===== src/rtl/uart_frame_parser.sv =====
// Variable-length UART frame parser: HEADER|LEN|CMD|PAYLOAD[N]|CHK|TAIL, payload streamed out on valid/ready.
// Optional inter-byte timeout enabled by defining FRAME_PARSER_TIMEOUT_EN.
module uart_frame_parser #(
  parameter logic [7:0] HEADER_BYTE    = 8'h52,
  parameter logic [7:0] TAIL_BYTE      = 8'h9A,
  parameter logic [7:0] CMD_BYTE       = 8'h01,
  parameter int         LEN_OFFSET     = 6,
  parameter int         MAX_PAYLOAD    = 8,
  parameter int         TIMEOUT_CYCLES = 1024
) (
  input  logic        clk,
  input  logic        rst,
  input  logic        en,
  input  logic        in_valid,
  input  logic [7:0]  in_data,
  output logic        out_valid,
  input  logic        out_ready,
  output logic [7:0]  out_data,
  output logic        out_last,
  output logic        busy,
  output logic        done,
  output logic        err_fmt,
  output logic        err_chk,
  output logic        err_ovf,
  output logic        err_timeout,
  output logic [15:0] frame_cnt
);

  localparam int AW = (MAX_PAYLOAD > 1) ? $clog2(MAX_PAYLOAD) : 1;

  typedef enum logic [2:0] {
    S_HUNT, S_LEN, S_CMD, S_DATA, S_CHK, S_TAIL, S_EMIT
  } state_t;

  state_t      state_reg, state_next;
  logic [7:0]  sum_reg, sum_next;
  logic [7:0]  len_reg, len_next;
  logic [7:0]  idx_reg, idx_next;
  logic [7:0]  out_data_reg;
  logic        out_last_reg;
  logic        done_reg, done_next;
  logic        err_fmt_reg, err_fmt_next;
  logic        err_chk_reg, err_chk_next;
  logic        err_ovf_reg, err_ovf_next;
  logic        err_timeout_reg, err_timeout_next;
  logic [15:0] frame_cnt_reg;
  logic        cnt_inc;
  logic        mem_we;
  logic        byte_acc;
  logic        in_frame;
  logic        tmo_hit;
  logic [8:0]  n_calc;
  logic [7:0]  mem [MAX_PAYLOAD];

  assign byte_acc = in_valid && en;
  assign in_frame = (state_reg == S_LEN) || (state_reg == S_CMD) || (state_reg == S_DATA) ||
                    (state_reg == S_CHK) || (state_reg == S_TAIL);
  // 9-bit so that LEN < LEN_OFFSET wraps high and fails the range check
  assign n_calc   = {1'b0, in_data} - 9'(LEN_OFFSET);

`ifdef FRAME_PARSER_TIMEOUT_EN
  logic [15:0] idle_cnt_reg;

  assign tmo_hit = in_frame && !byte_acc && (idle_cnt_reg == 16'(TIMEOUT_CYCLES - 1));

  always_ff @(posedge clk or posedge rst) begin
    if (rst) begin
      idle_cnt_reg <= '0;
    end else if (!en || !in_frame || byte_acc) begin
      idle_cnt_reg <= '0;
    end else begin
      idle_cnt_reg <= idle_cnt_reg + 16'd1;
    end
  end
`else
  // keeps the timeout parameter referenced in builds without the counter
  logic [15:0] tmo_unused;
  assign tmo_unused = 16'(TIMEOUT_CYCLES);
  assign tmo_hit    = 1'b0;
`endif

  always_comb begin
    state_next       = state_reg;
    sum_next         = sum_reg;
    len_next         = len_reg;
    idx_next         = idx_reg;
    done_next        = 1'b0;
    err_fmt_next     = 1'b0;
    err_chk_next     = 1'b0;
    err_ovf_next     = 1'b0;
    err_timeout_next = 1'b0;
    cnt_inc          = 1'b0;
    mem_we           = 1'b0;
    if (!en) begin
      state_next = S_HUNT;
    end else if (tmo_hit) begin
      err_timeout_next = 1'b1;
      state_next       = S_HUNT;
    end else begin
      case (state_reg)
        S_HUNT: begin
          if (byte_acc && (in_data == HEADER_BYTE)) begin
            sum_next   = in_data;
            state_next = S_LEN;
          end
        end
        S_LEN: begin
          if (byte_acc) begin
            sum_next = sum_reg + in_data;
            if ((n_calc != 9'd0) && (n_calc <= 9'(MAX_PAYLOAD))) begin
              len_next   = n_calc[7:0];
              state_next = S_CMD;
            end else begin
              err_fmt_next = 1'b1;
              state_next   = S_HUNT;
            end
          end
        end
        S_CMD: begin
          if (byte_acc) begin
            sum_next = sum_reg + in_data;
            if (in_data == CMD_BYTE) begin
              idx_next   = 8'd0;
              state_next = S_DATA;
            end else begin
              err_fmt_next = 1'b1;
              state_next   = S_HUNT;
            end
          end
        end
        S_DATA: begin
          if (byte_acc) begin
            sum_next = sum_reg + in_data;
            mem_we   = 1'b1;
            if (idx_reg == len_reg - 8'd1) begin
              state_next = S_CHK;
            end else begin
              idx_next = idx_reg + 8'd1;
            end
          end
        end
        S_CHK: begin
          if (byte_acc) begin
            sum_next   = sum_reg + in_data;
            state_next = S_TAIL;
          end
        end
        S_TAIL: begin
          if (byte_acc) begin
            sum_next = sum_reg + in_data;
            // a bad tail is reported as a format error even when the sum is also wrong
            if (in_data != TAIL_BYTE) begin
              err_fmt_next = 1'b1;
              state_next   = S_HUNT;
            end else if (sum_reg != 8'd0) begin
              err_chk_next = 1'b1;
              state_next   = S_HUNT;
            end else begin
              idx_next   = 8'd0;
              state_next = S_EMIT;
            end
          end
        end
        S_EMIT: begin
          if (byte_acc) begin
            err_ovf_next = 1'b1;
          end
          if (out_ready) begin
            if (idx_reg == len_reg - 8'd1) begin
              done_next  = 1'b1;
              cnt_inc    = 1'b1;
              state_next = S_HUNT;
            end else begin
              idx_next = idx_reg + 8'd1;
            end
          end
        end
        default: state_next = S_HUNT;
      endcase
    end
  end

  always_ff @(posedge clk) begin
    if (mem_we) begin
      mem[idx_reg[AW-1:0]] <= in_data;
    end
  end

  always_ff @(posedge clk or posedge rst) begin
    if (rst) begin
      state_reg       <= S_HUNT;
      sum_reg         <= '0;
      len_reg         <= '0;
      idx_reg         <= '0;
      out_data_reg    <= '0;
      out_last_reg    <= 1'b0;
      done_reg        <= 1'b0;
      err_fmt_reg     <= 1'b0;
      err_chk_reg     <= 1'b0;
      err_ovf_reg     <= 1'b0;
      err_timeout_reg <= 1'b0;
      frame_cnt_reg   <= '0;
    end else begin
      state_reg       <= state_next;
      sum_reg         <= sum_next;
      len_reg         <= len_next;
      idx_reg         <= idx_next;
      done_reg        <= done_next;
      err_fmt_reg     <= err_fmt_next;
      err_chk_reg     <= err_chk_next;
      err_ovf_reg     <= err_ovf_next;
      err_timeout_reg <= err_timeout_next;
      // read address follows idx_next, so data holds while the consumer stalls
      if (state_next == S_EMIT) begin
        out_data_reg <= mem[idx_next[AW-1:0]];
      end
      out_last_reg <= (state_next == S_EMIT) && (idx_next == len_next - 8'd1);
      if (cnt_inc) begin
        frame_cnt_reg <= frame_cnt_reg + 16'd1;
      end
    end
  end

  assign out_valid   = (state_reg == S_EMIT);
  assign busy        = (state_reg != S_HUNT);
  assign out_data    = out_data_reg;
  assign out_last    = out_last_reg;
  assign done        = done_reg;
  assign err_fmt     = err_fmt_reg;
  assign err_chk     = err_chk_reg;
  assign err_ovf     = err_ovf_reg;
  assign err_timeout = err_timeout_reg;
  assign frame_cnt   = frame_cnt_reg;

endmodule


===== config.mk =====
export PLATFORM = sky130hd
export DESIGN_NAME = uart_frame_parser
export DESIGN_NICKNAME = d
export VERILOG_FILES = /design/src/rtl/uart_frame_parser.sv
export SDC_FILE = /design/constraint.sdc
export NUM_CORES = 1
export LEC_CHECK = 0
export ABC_AREA = 1
export BUFFER_PORTS_ARGS = -buffer_cell sky130_fd_sc_hd__buf_2
export CAP_MARGIN = 5
export CORE_UTILIZATION = 60
export CTS_CLUSTER_SIZE = 14
export DETAILED_ROUTE_END_ITERATION = 10
export GPL_TIMING_DRIVEN = 1
export HOLD_SLACK_MARGIN = 0.02
export PLACE_DENSITY_LB_ADDON = 0.1
export SYNTH_ARGS = -nofsm -noshare
export SYNTH_HDL_FRONTEND = slang
export SYNTH_SLANG_ARGS = --single-unit

===== constraint.sdc =====
create_clock -name clk -period 3.3 [get_ports clk]
set_input_delay 0.495 -clock clk [delete_from_list [all_inputs] [get_ports clk]]
set_output_delay 0.495 -clock clk [all_outputs]
set_load 0.02 [all_outputs]

# After elaboration in Yosys (flattened, before gate mapping)
# Memories as Yosys holds them, arrays and structs flattened. A register that Yosys moved wholly into a read port is not among the register bits.
# Cells that the tools add are included.
[classes] add_sub_neg=6 n_lt_le_gt_ge=1 eq_ne=14 mux=56 n_reduce_logical=11
[op_table] operator="2-to-1 mux 8 bit" count=15
[op_table] operator="2-to-1 mux 3 bit" count=12
[op_table] operator="one-hot mux 8 bit (4 select lines)" count=1
[op_table] operator="2-to-1 mux 1 bit" count=23
[op_table] operator="one-hot mux 3 bit (7 select lines)" count=1
[op_table] operator="adder 16 x 1 -> 16 bit, second input constant" count=1
[op_table] operator="== test 8 bit" count=2
[op_table] operator="one-hot mux 8 bit (2 select lines)" count=1
[op_table] operator="subtractor 8 x 1 -> 8 bit, second input constant" count=2
[op_table] operator="== test 3 bit, second input constant" count=4
[op_table] operator="<= comparator 9 x 4 -> 1 bit, second input constant" count=1
[op_table] operator="nonzero test 9 bit" count=1
[op_table] operator="subtractor 8 x 3 -> 9 bit, second input constant" count=1
[op_table] operator="adder 8 x 1 -> 8 bit, second input constant" count=1
[op_table] operator="adder 8 bit" count=1
[op_table] operator="== test 8 x 1 -> 1 bit, second input constant" count=1
[op_table] operator="== test 8 x 7 -> 1 bit, second input constant" count=1
[op_table] operator="inequality test 8 bit, second input constant" count=1
[op_table] operator="nonzero test 8 bit" count=1
[op_table] operator="== test 3 x 2 -> 1 bit, second input constant" count=2
[op_table] operator="OR reduction 5 bit" count=1
[op_table] operator="logical AND 1 bit" count=4
[op_table] operator="2-to-1 mux 2 bit" count=2
[op_table] operator="AND reduction 4 bit" count=1
[op_table] operator="7 further kinds" count=7
[totals] ff_bits=48 ram_bits=64 input_bits=13 out_inout_bits=32 elab_cells=99 n_memories=1
[memory_table] name="mem" depth=8 word_bits=8 rd=1 rd_clocked_by_memory_dff=1 wr=1 line_no="53" text="logic [7:0] mem [MAX_PAYLOAD];"

# Logic depth before layout (Yosys ltp)
[logic_depth] word_depth=10 mapped_depth=25 depth_no_buf=24

# Worst setup path before layout
# Ideal clock, no wire load.
[synth_timing] path_type="input to register" from="input port in_data[1]" to="register out_last_reg, in the netlist out_last" setup_ps=71 arrival_ps=2618 required_ps=3229 setup_slack_ps=611 path_stages=21 path_buffers=1 path_cell_list="ha_1 nor2_2 nor2_1 nand2_1 nand2_1 nor2_2 nand3_1 buf_6 nand2_1 o21ai_1 inv_2 ha_1 nand3_1 nor2_2 xor2_1 inv_1 nand2_1 nand3_1 nor2_1 nand3_1 nor2_1"
[synth_between] elab_chain_cells=10 elab_cells_between_ends=31 classes_between="add/sub (2); order compare (1); eq/ne (5); mux (19); reduce/logical (4)"
[synth_rtl] element="start: declaration" line_no="15" text="input logic [7:0] in_data,"
[synth_rtl] element="subtractor 8 x 3 -> 9 bit *" line_no="59" text="assign n_calc = {1'b0, in_data} - 9'(LEN_OFFSET);"
[synth_rtl] element="<= comparator 9 x 4 -> 1 bit / nonzero test 9 bit (equally long branches)" line_no="110" text="if ((n_calc != 9'd0) && (n_calc <= 9'(MAX_PAYLOAD))) begin"
[synth_rtl] element="logical AND 1 bit *" line_no="110"
[synth_rtl] element="2-to-1 mux 8 bit *" line_no="110"
[synth_rtl] element="2-to-1 mux 8 bit *" line_no="108" text="if (byte_acc) begin"
[synth_rtl] element="2-to-1 mux 8 bit *" line_no="100" text="case (state_reg)"
[synth_rtl] element="2-to-1 mux 8 bit *" line_no="94" text="if (!en) begin"
[synth_rtl] element="named net len_next[0]" line_no="37" text="logic [7:0] len_reg, len_next;"
[synth_rtl] element="subtractor 8 x 1 -> 8 bit *" line_no="217" text="out_last_reg <= (state_next == S_EMIT) && (idx_next == len_next - 8'd1);"
[synth_rtl] element="== test 8 bit *" line_no="217"
[synth_rtl] element="logical AND 1 bit *" line_no="217"
[synth_rtl] element="end signal: assignment" line_no="217"
[synth_rtl] element="end: declaration" line_no="40" text="logic out_last_reg;"
# The timed path passes the listed nets; every way through them passes the cells marked *.
# A chain may end at the register's enable or synchronous reset.

# Final worst setup path
[layout_timing] from="register len_reg[0]" to="register out_data_reg[0], in the netlist out_data[0] (read register of mem)"
[layout_between] elab_cells_between_ends=14 classes_between="add/sub (1); eq/ne (2); mux (11)"
[layout_lines] element="start: declaration" line_no="37"
[layout_lines] element="start signal: assignment" line_no="206" text="len_reg <= len_next;"
[layout_lines] element="subtractor 8 x 1 -> 8 bit *" line_no="135, 169"
[layout_lines] element="== test 8 bit *" line_no="135, 169"
[layout_lines] element="2-to-1 mux 8 bit *" line_no="135, 169"
[layout_lines] element="2-to-1 mux 8 bit (on tied branches)" line_no="168, 132"
[layout_lines] element="one-hot mux 8 bit (4 select lines) *" line_no="100"
[layout_lines] element="2-to-1 mux 8 bit *" line_no="94"
[layout_lines] element="named net idx_next[0]" line_no="38" text="logic [7:0] idx_reg, idx_next;"
[layout_lines] element="end: declaration" line_no="39" text="logic [7:0] out_data_reg;"
# Marked as above.

==> impl_metrics.env <==
export IMPL_clkSinkCount=120
export IMPL_yosysTopAreaCellShare_pct=27.9
export IMPL_final_setup_tns_ps=0
export IMPL_synth_flop_cell="edfxtp_1"
export IMPL_grt_max_degree=33
export IMPL_fin_ws_ps=335
export IMPL_fin_crit_sh_pct=89.9
export IMPL_maxCapViolCount=0
export IMPL_final_util_pct=71.8
export IMPL_hp_class="in -> async"
export IMPL_synthCells=831
export IMPL_relSlewSlack_pct=41.0
export IMPL_die_area_sq_um=11900
export IMPL_async_reset_ff_share_pct=46.7
export IMPL_crit_required_ps=3650
export IMPL_tightestPinTransition_ps=882
export IMPL_largest_reg_flops=64
export IMPL_cts_tree="yes"
export IMPL_fmax_ghz=0.337
export IMPL_slew_viol_final=0
export IMPL_hold_violations=0
export IMPL_vdd_drop_max_mv=0.465
export IMPL_cp_start_kind="register"
export IMPL_groute_usage_overall_pct=30.7
export IMPL_ys_seq_area_share_pct=48.3
export IMPL_cts_root_buf="clkbuf_16"
export IMPL_antenna_found_initial=0
export IMPL_crit_buf_inv=2
export IMPL_rsz0062_at_grt="false"
export IMPL_critPathMaxStageDelay_ps=410
export IMPL_clk_latency_ps=420
export IMPL_fp_dieH_um=109
export IMPL_nNetsFinal=917
export IMPL_num_vias=6001
export IMPL_area_sequential_sq_um=3320
export IMPL_grt_pass1_vias=5602
export IMPL_yosys_warnings=0
export IMPL_fillers=831
export IMPL_setup_worst_path_end_class="register"
export IMPL_num_rows=38
export IMPL_drive_above_1_share_pct=16.4
export IMPL_outcome="finished clean"
export IMPL_grt_pass1_wl_mm=27.3
export IMPL_final_antenna_net_count=0
export IMPL_numCtsBuffers=17
export IMPL_drc=0
export IMPL_start_util_pct=62.7
export IMPL_synth_top_area_cell="edfxtp_1"
export IMPL_wirelength_mm=17.0
export IMPL_avgSynthCellArea_sq_um=8.28
export IMPL_cts_buffer_depth=2
export IMPL_crit_fanout=25
export IMPL_htree_levels=4
export IMPL_r2r_start="len_reg[0]$_DFF_PP0_"
export IMPL_cp_cell_sequence="inv_2 > ha_1 > nand2_2 > nor2_1 > nand3_1 > nand2_1 > nand2_2 > nor2_8 > nand2_2 > nand2_1 > nand2_1 > nand2_1 > nand2_1 > nand3_2 > nand2_8 > inv_2 > nand2_1 > nand2_1 > nand2_1 > nand3_1 > nand3_1 > nand2_1"
export IMPL_gp_congestion=0.886
export IMPL_ys_seq_elements=120
export IMPL_critPathSlowestCell="dfrtp_1"
export IMPL_final_setup_viol_count=0
export IMPL_startpoint="len_reg[0]$_DFF_PP0_"
export IMPL_num_antenna_cells=0
export IMPL_synth_distinct_cells=45
export IMPL_via_per_inst=5.75
export IMPL_yosys_top_cells_area="edfxtp_1 (28%), dfrtp_1 (20%), nand2_1 (13%)"
export IMPL_drtIter0Drc=563
export IMPL_hpwl_mm=11.7
export IMPL_clk_pin_slew_ps=50
export IMPL_top_level_ports=45
export IMPL_die_w_um=109
export IMPL_criticalPathCategory="reg -> reg"
export IMPL_crit_family="simple AND/OR/NAND/NOR gates"
export IMPL_crit_path_frequent_cell="nand2_1"
export IMPL_drt_pass1_iterations=7
export IMPL_grt_ovfl_total=0
export IMPL_powerDensity_nw_per_um2=639
export IMPL_multi_input_area_sq_um=3060
export IMPL_p_leak_nw=3.79
export IMPL_synth_edff_count=64
export IMPL_worstPathArrival_ps=3310
export IMPL_port_buffer_count=43
export IMPL_area_delta_synth_final_pct=14.7
export IMPL_fin_crit_ps=2970
export IMPL_wl_per_cell_um=16.2
export IMPL_core_sq_um=11000
export IMPL_clock_skew_ps=7.29
export IMPL_ctsHoldBuffers=0
export IMPL_synth_fp_nets=857
export IMPL_dp_slack_ps=-5.67
export IMPL_syn_area_sq_um=6880
-- placed cells by master (no fill, tap or decap), types with 3 or more instances in the layout --
master | synthesis | layout
nand2_2 | 10 | 10
nor3_1 | 14 | 14
inv_1 | 84 | 83
clkbuf_1 | 3 | 3
nand2_1 | 235 | 235
o21ai_1 | 6 | 6
buf_4 | 6 | 16
nor2_1 | 50 | 50
nand3_1 | 103 | 103
nor2_4 | 3 | 3
nand4_1 | 5 | 5
edfxtp_1 | 64 | 64
o21ai_0 | 21 | 21
a21oi_1 | 31 | 31
dfrtp_1 | 56 | 56
xnor2_1 | 15 | 15
clkinv_2 | 0 | 4
nand3b_1 | 24 | 24
buf_2 | 8 | 43
nor2_2 | 13 | 13
clkbuf_16 | 0 | 17
inv_2 | 21 | 22
bufinv_16 | 0 | 3
o211ai_1 | 5 | 5
ha_1 | 12 | 12
xor2_1 | 16 | 16
-- what timing repair did --
| item | in CTS | in global routing |
|---|---|---|
| endpoints found under the setup margin | 0 | 4 |
| hold endpoints to repair | 0 | 0 |
| resized for setup | 0 | 2 |
| setup buffers | 0 | 1 |
-- worst paths after layout --
| path | endpoint | slack, ps | cells past startpoint |
|---|---|---|---|
| worst max register to register | out_data[0]$_DFFE_PP0P_ | 330 | 22 |
| max in group asynchronous | sum_reg[2]$_DFFE_PP0P_ | 2360 | 3 |
| min in group clk | state_reg[2]$_DFF_PP0_ | 360 | 3 |
| worst max-delay path | out_data[0]$_DFFE_PP0P_ | 330 | 22 |
| worst min register to register | out_data[4]$_DFFE_PP0P_ | 470 | 2 |
| worst min-delay path | idx_reg[7]$_DFF_PP0_ | 120 | 2 |
-- stage by stage --
stage	hold WS (ps)	instance area, sq um	total power, W	std cells
after global routing	160	7890	0.00533	1044
after detailed placement	462	7280	0.00318	1011
final	124	7890	0.00504	1044
after floorplan	476	6880	0.00286	831
after CTS	130	7870	0.00503	1043
after global placement	454	7280	0.00312	1011
-- cell type report --
class / count / area share [%]
clock buffers: 22 / 5.88
inverters: 105 / 5.00
well taps: 140 / 2.22
clock inverters: 10 / 1.59
repair buffers: 60 / 4.39
flip-flops and latches: 120 / 42.1
multi-input cells: 587 / 38.8
-- layer usage --
metal  GRT usage (%)  share of wire [%]  up-vias
met1            39.6                 42     2810
met3            7.29                8.6       45
met2            50.3                 48      303
li1                -                  -     2843
met4            11.2                2.1        0
met5               0                  0        -
-- cells in the mapped netlist (13+ instances only) --
cell type,n
o21ai_0,21
inv_2,21
edfxtp_1,64
xnor2_1,15
nor2_2,13
xor2_1,16
nand3b_1,24
nand3_1,103
dfrtp_1,56
inv_1,84
nor3_1,14
nand2_1,235
nor2_1,50
a21oi_1,31
-- report_power, final --
part | total, W | internal, W | leakage, nW | switching [W]
clock | 0.00184 | 0.00121 | 0.289 | 0.000625
combinational | 0.00142 | 0.000469 | 2.18 | 0.000951
sequential | 0.00179 | 0.00166 | 1.32 | 0.000128
total | 0.00504 | 0.00334 | 3.79 | 0.00170
-- cells by family after synthesis --
kind of cell	share of synthesized area, %
other	0.0545
xor gates and xnor gates	3.95
AOI/OAI and AO/OA	5.82
buffers and inverters	7.35
and+or+nand+nor	32.1
DFF	48.3
adders and majority gates	2.47
(Power assumes the default switching activity.)
